## src/rtl/hpdcache_demux.sv

```systemverilog
// Buffered valid/ready demultiplexer: one input channel fanned out to NOUTPUT
// output channels, each behind its own DEPTH-entry FIFO so a stalled consumer
// only blocks beats addressed to it.
//
// Ports:
//   clk_i, rst_ni        clock (rising edge), synchronous active-low reset
//   in_valid_i/in_ready_o input handshake
//   in_data_i            input payload
//   in_sel_i             destination (binary index, or one-hot when ONE_HOT_SEL)
//   out_valid_o/out_ready_i per-output handshake
//   out_data_o           per-output payload, output 0 in the LSBs
//   err_o                sticky: a beat with an illegal selector was consumed
module hpdcache_demux #(
    parameter int unsigned NOUTPUT     = 2,
    parameter int unsigned DATA_WIDTH  = 32,
    parameter int unsigned DEPTH       = 2,
    parameter bit          ONE_HOT_SEL = 1'b0,
    parameter int unsigned SEL_WIDTH   = ONE_HOT_SEL ? NOUTPUT : $clog2(NOUTPUT)
) (
    input  logic                            clk_i,
    input  logic                            rst_ni,
    input  logic                            in_valid_i,
    output logic                            in_ready_o,
    input  logic [DATA_WIDTH-1:0]           in_data_i,
    input  logic [SEL_WIDTH-1:0]            in_sel_i,
    output logic [NOUTPUT-1:0]              out_valid_o,
    input  logic [NOUTPUT-1:0]              out_ready_i,
    output logic [NOUTPUT*DATA_WIDTH-1:0]   out_data_o,
    output logic                            err_o
);

    // A 1-entry FIFO still needs a 1-bit pointer; it simply never leaves 0.
    localparam int unsigned PTR_W = (DEPTH > 1) ? $clog2(DEPTH) : 1;
    localparam int unsigned CNT_W = $clog2(DEPTH + 1);

    logic [NOUTPUT-1:0] sel_vec;   // one-hot target, all-zero when illegal
    logic               sel_legal;
    logic [NOUTPUT-1:0] full;
    logic [NOUTPUT-1:0] push;
    logic [NOUTPUT-1:0] pop;
    logic               err_q;

    if (ONE_HOT_SEL) begin : g_onehot
        assign sel_legal = $onehot(in_sel_i);
        assign sel_vec   = sel_legal ? in_sel_i : '0;
    end else begin : g_binary
        // Out-of-range indices match no output, which is what makes them illegal.
        always_comb begin
            sel_vec = '0;
            for (int k = 0; k < NOUTPUT; k++) begin
                sel_vec[k] = (in_sel_i == SEL_WIDTH'(k));
            end
        end
        assign sel_legal = |sel_vec;
    end

    // Depends only on FIFO occupancy and the selector: no ready-to-ready path.
    // Illegal beats are always swallowed.
    assign in_ready_o = !sel_legal || ((sel_vec & full) == '0);

    always_ff @(posedge clk_i) begin
        if (!rst_ni) begin
            err_q <= 1'b0;
        end else if (in_valid_i && !sel_legal) begin
            err_q <= 1'b1;
        end
    end

    assign err_o = err_q;

    for (genvar k = 0; k < NOUTPUT; k++) begin : g_fifo
        logic [DATA_WIDTH-1:0] mem_q [DEPTH];
        logic [PTR_W-1:0]      rptr_q;
        logic [PTR_W-1:0]      wptr_q;
        logic [CNT_W-1:0]      cnt_q;
        logic [PTR_W-1:0]      rptr_nxt;
        logic [PTR_W-1:0]      wptr_nxt;

        assign full[k]        = (cnt_q == CNT_W'(DEPTH));
        assign out_valid_o[k] = (cnt_q != '0);
        assign push[k]        = in_valid_i && in_ready_o && sel_vec[k];
        assign pop[k]         = out_valid_o[k] && out_ready_i[k];

        assign out_data_o[k*DATA_WIDTH +: DATA_WIDTH] = mem_q[rptr_q];

        // Explicit wrap keeps non-trivial behaviour correct for DEPTH=1.
        assign rptr_nxt = (rptr_q == PTR_W'(DEPTH - 1)) ? '0 : rptr_q + PTR_W'(1);
        assign wptr_nxt = (wptr_q == PTR_W'(DEPTH - 1)) ? '0 : wptr_q + PTR_W'(1);

        always_ff @(posedge clk_i) begin
            if (!rst_ni) begin
                rptr_q <= '0;
                wptr_q <= '0;
                cnt_q  <= '0;
            end else begin
                if (push[k]) begin
                    wptr_q <= wptr_nxt;
                end
                if (pop[k]) begin
                    rptr_q <= rptr_nxt;
                end
                if (push[k] && !pop[k]) begin
                    cnt_q <= cnt_q + CNT_W'(1);
                end else if (!push[k] && pop[k]) begin
                    cnt_q <= cnt_q - CNT_W'(1);
                end
            end
        end

        // Payload storage needs no reset; stale entries are never presented.
        always_ff @(posedge clk_i) begin
            if (push[k]) begin
                mem_q[wptr_q] <= in_data_i;
            end
        end
    end

endmodule

```

## config.mk

```make
export PLATFORM = sky130hd
export DESIGN_NAME = hpdcache_demux
export DESIGN_NICKNAME = d
export VERILOG_FILES = /design/src/rtl/hpdcache_demux.sv
export SDC_FILE = /design/constraint.sdc
export NUM_CORES = 1
export LEC_CHECK = 0
export ABC_CLOCK_PERIOD_IN_PS = 2400
export CAP_MARGIN = 20
export CORE_ASPECT_RATIO = 0.8
export CORE_MARGIN = 5
export CORE_UTILIZATION = 39
export DETAILED_ROUTE_END_ITERATION = 6
export HOLD_SLACK_MARGIN = 0.08
export PLACE_DENSITY = 0.68
export SYNTH_ARGS = -nofsm -noshare
export SYNTH_HDL_FRONTEND = slang
export SYNTH_SLANG_ARGS = --single-unit
```

## constraint.sdc

```tcl
create_clock -name clk_i -period 2.4 [get_ports clk_i]
set_input_delay 0.48 -clock clk_i [delete_from_list [all_inputs] [get_ports clk_i]]
set_output_delay 0.48 -clock clk_i [all_outputs]
set_load 0.05 [all_outputs]
```

Yosys cells after proc, flatten, opt, wreduce, memory -nomap -nowiden:

Memory sizes are Yosys's and may differ from the RTL's. A register that Yosys moved wholly into a read port is not among the register bits.
Index checks and enable logic that the tools add are counted.

* memories kept: 2
* memory bits (writable): 128
* bits of input ports: 38
* output and inout port bits: 68
* word-level logic and storage cells: 54
* register bits after elaboration: 8

* mux-type cells: 16
* equality and inequality tests: 2
* $add $sub $neg: 8
* bitwise logic cells: 2
* reduce and logical (&&, ||, !) cells: 18

Memories
* g_fifo[0].mem_q: words 2, bits a word 32, rd ports 1, clocked after memory_dff 1, write ports 1, RTL line 72 `logic [DATA_WIDTH-1:0] mem_q [DEPTH];`
* g_fifo[1].mem_q: words 2, bits a word 32, rd ports 1, clocked after memory_dff 1, write ports 1, RTL line 72

Operators with widths (number)
* $mux 1: 12
* $logic_and 1x1->1: 9
* $mux 2: 4
* $reduce_bool 2->1: 4
* $add 1x1->1 const B: 4
* $add 2x1->2 const B: 2
* $eq 2x2->1 const B: 2
* $logic_not 1->1: 4
* $sub 2x1->2 const B: 2
* $and 2x2->2: 1
* $logic_not 2->1: 1
* $not 1->1: 1

Longest topological paths before layout:

* depth in word-level cells: 9
* gate-level depth with buffers: 6
* depth with buffers taken out: 6

Worst setup path after synthesis:

No wires, ideal clock.

* kind: input-to-reg
* start: input port in_valid_i
* end: memory g_fifo[0].mem_q[1][0] (enable)
* setup time: 0.392 ns
* arrival: 1.536 ns
* setup slack: 0.472 ns
* stages: 2
* cells stage by stage: nor2b_1 -> and3_1

* word-level cells in the longest chain between the ends: 4

Ends and longest elaborated chain
* start: declaration: RTL line 22 `input logic in_valid_i,`
* $logic_and 1x1->1 (2 in series): RTL line 81 `assign push[k] = in_valid_i && in_ready_o && sel_vec[k];`
* $mux 1: RTL line 112 `if (push[k]) begin`
* $mux 1 (not written as such): RTL line 113 `mem_q[wptr_q] <= in_data_i;`
* end: declaration: RTL line 72

No other way between the ends.

Worst setup path in the final report:

* start: register g_fifo[1].cnt_q[0]
* end: output port out_valid_o[1]

* word-level cells in the longest chain between the ends: 1

Ends and longest elaborated chain
* start: declaration: RTL line 75 `logic [CNT_W-1:0] cnt_q;`
* start signal: assignment: RTL line 103 `cnt_q <= cnt_q + CNT_W'(1);`
* start signal: assignment: RTL line 105 `cnt_q <= cnt_q - CNT_W'(1);`
* $reduce_bool 2->1: RTL line 80 `assign out_valid_o[k] = (cnt_q != '0);`
* end: declaration: RTL line 26 `output logic [NOUTPUT-1:0] out_valid_o,`

No other way between the ends.

==> impl_metrics.ini <==
[cts]
cts_resized = 0
cts_buffers = 17
htreeDepth = 4
cts_setup_buffers = 0
clockRootBuffer = clkbuf_16
hold_buffers = 0
clk_latency_ns = 0.40
cts.path.max_buffers = 2
clkTransAtPathRegs_ns = 0.06
cts_tree = yes
clock_sinks = 138

[power_and_ir_drop]
finalPower_mw = 8.34
power.density_nw_per_um2 = 1220
ir_worst_vdd_v = 0.000563
leakagePower_nw = 2.44

[layout]
design_area_um2 = 6840
seqCellArea_um2 = 4050
multi_input_area_um2 = 975
syn2layout_area_growth_pct = 34.4
nFillCells = 1028
nNetsFinal = 421
antenna_cells = 0
drive_gt1_frac = 0.442
fin_util = 0.534
final_cells = 569

[sta]
final_max_slew_viol_count = 0
fin_skew_ns = 0.00673
final-hold-violation-count = 0
fin_crit_sh = 0.935
slew_headroom = 0.663
finalSetupTns_ns = 0
worst_pin_slew_ns = 0.504
finalCriticalPeriod_ns = 2.25
grt_setup_unrepaired = no
timing.hold.ws_ns = 0.504
max_freq_ghz = 0.445
fin_ws_ns = 0.155
setup_viol = 0

[routing]
route.detailed.drc = 0
firstDrtPassIters = 4
vias_per_cell = 4.64
drt-wirelength-per-cell_um = 17.4
wl_um = 9920
ant_nets = 0
detail_route.iter0.violations = 166
vias = 2641

[place]
port_buffers = 104
dp_slack_ns = 0.189
routabilityCongestion = 0.758
dp_cells = 537
place_area_um2 = 6270
dp_hpwl_um = 6380

[floorplanning]
die_area_um2 = 15500
rows = 37
core-area_um2 = 12800
ios = 106
die_y_um = 112
floorplan.initialDensity = 0.397
die_x_um = 138

[min_path]
hold_start = g_fifo[1].rptr_q$_SDFFE_PN0P_
hold_path_class = reg -> reg

[job]
drv_cap = 0

[yosys]
synth_area_per_cell_um2 = 19.9
synthesis.area_um2 = 5090
yosysSeqAreaShare = 0.794
ys_ff_latch = 138
syn_nets = 296
synth_cells = 256
yosysWarnings = 0
yosys.cell_types.count = 25

[setup_path]
path_class = reg -> out
end_kind = output port
cp-startpoint = g_fifo[1].cnt_q[0]$_SDFFE_PN0P_
cp.required_ns = 1.92
critPathMaxFanout = 5
setup.worst_path.start_class = flop
worstPathArrival_ns = 1.77
worstReg2RegStart = g_fifo[0].cnt_q[0]$_SDFFE_PN0P_

[outcome]
status = finished, final reports clean

[grt]
grt_overflow_total = 0
grt_max_degree = 25
grtUsageTotal = 0.132
grt_pass1_wl_um = 15200
antenna_found_initial = 0
first_global_vias = 2808
layout make-up:
type / count / share of cell area
Sequential cell: 138 / 0.591
Timing Repair Buffer: 115 / 0.148
Multi-Input combinational cell: 105 / 0.142
Clock buffer: 17 / 0.0622
Tap cell: 175 / 0.0320
Clock inverter: 15 / 0.0221
Inverter: 4 / 0.00219
sequential cells by signal (all words and copies together), names as in the netlist, named ones only:
name and cells:
g_fifo.wptr_q 2, g_fifo.cnt_q 4, g_fifo.mem_q 128, g_fifo.rptr_q 2
metal layers:
metal	track usage	part of all wire	vias up
met5	0	0	-
li1	-	-	1235
met1	0.169	0.43	1307
met2	0.208	0.47	91
met3	0.0533	0.088	8
met4	0.0375	0.0083	0
cell usage in the layout (no fill, tap or decap), drive strengths merged, types with 2 or more instances in the layout:
master and count:
clkbuf 17, inv 5, buf 76, a21oi 4
nor2b 2, clkinvlp 4, mux2 64, bufinv 2
dfxtp 10, o21ai 5, clkinv 8, clkdlybuf4s50 39
and2 2, nor2 7, xor2 6, nand2 2
or3 3, ha 2, edfxtp 128, or2 2
power by group:
| group | switching [mW] | internal, mW | leakage [nW] |
|---|---|---|---|
| clock | 0.986 | 1.53 | 0.274 |
| combinational | 1.85 | 1.00 | 0.907 |
| sequential | 0.101 | 2.88 | 1.26 |
| total | 2.94 | 5.41 | 2.44 |
worst max-delay path, cell delays in order, from the launching register on:
cell	delay (ns)
dfxtp_1	0.42
or2_2	0.15
clkdlybuf4s50_1	0.80
cell usage after synthesis, drive strengths merged:
cell,number,area (um2)
or2,2,12.5
inv,3,11.3
dfxtp,10,200
nor2b,2,15.0
o21a,1,7.51
and3,1,6.26
a21o,1,7.51
nand2b,1,6.26
a21oi,4,20.0
o21ai,5,25.0
xor2,6,52.6
clkbuf,2,7.51
ha,2,25.0
mux2,64,721
buf,7,52.6
or3,3,18.8
edfxtp,128,3840
nand2,2,7.51
conb,1,3.75
nor2,7,26.3
nand3,1,5.00
clkinv,1,3.75
and2,2,12.5
worst paths after layout:
| check | to | slack, ns | cells after the start |
|---|---|---|---|
| setup / recovery | out_valid_o[1] | 0.15 | 2 |
| hold / removal | flop | 0.50 | 2 |
| hold reg to reg | flop | 0.50 | 2 |
| setup reg to reg | g_fifo[0].cnt_q[1]$_SDFFE_PN0P_ | 0.73 | 5 |
logic make-up after synthesis:
| kind of cell | share of synthesized area |
|---|---|
| AOI/OAI and AO/OA | 0.0118 |
| xor gates and xnor gates | 0.0103 |
| muxes | 0.142 |
| adders and majority gates | 0.00491 |
| DFF | 0.794 |
| other | 0.000737 |
| buffers and inverters | 0.0147 |
| and+or+nand+nor | 0.0216 |
Power figures use the tool's default switching activity.
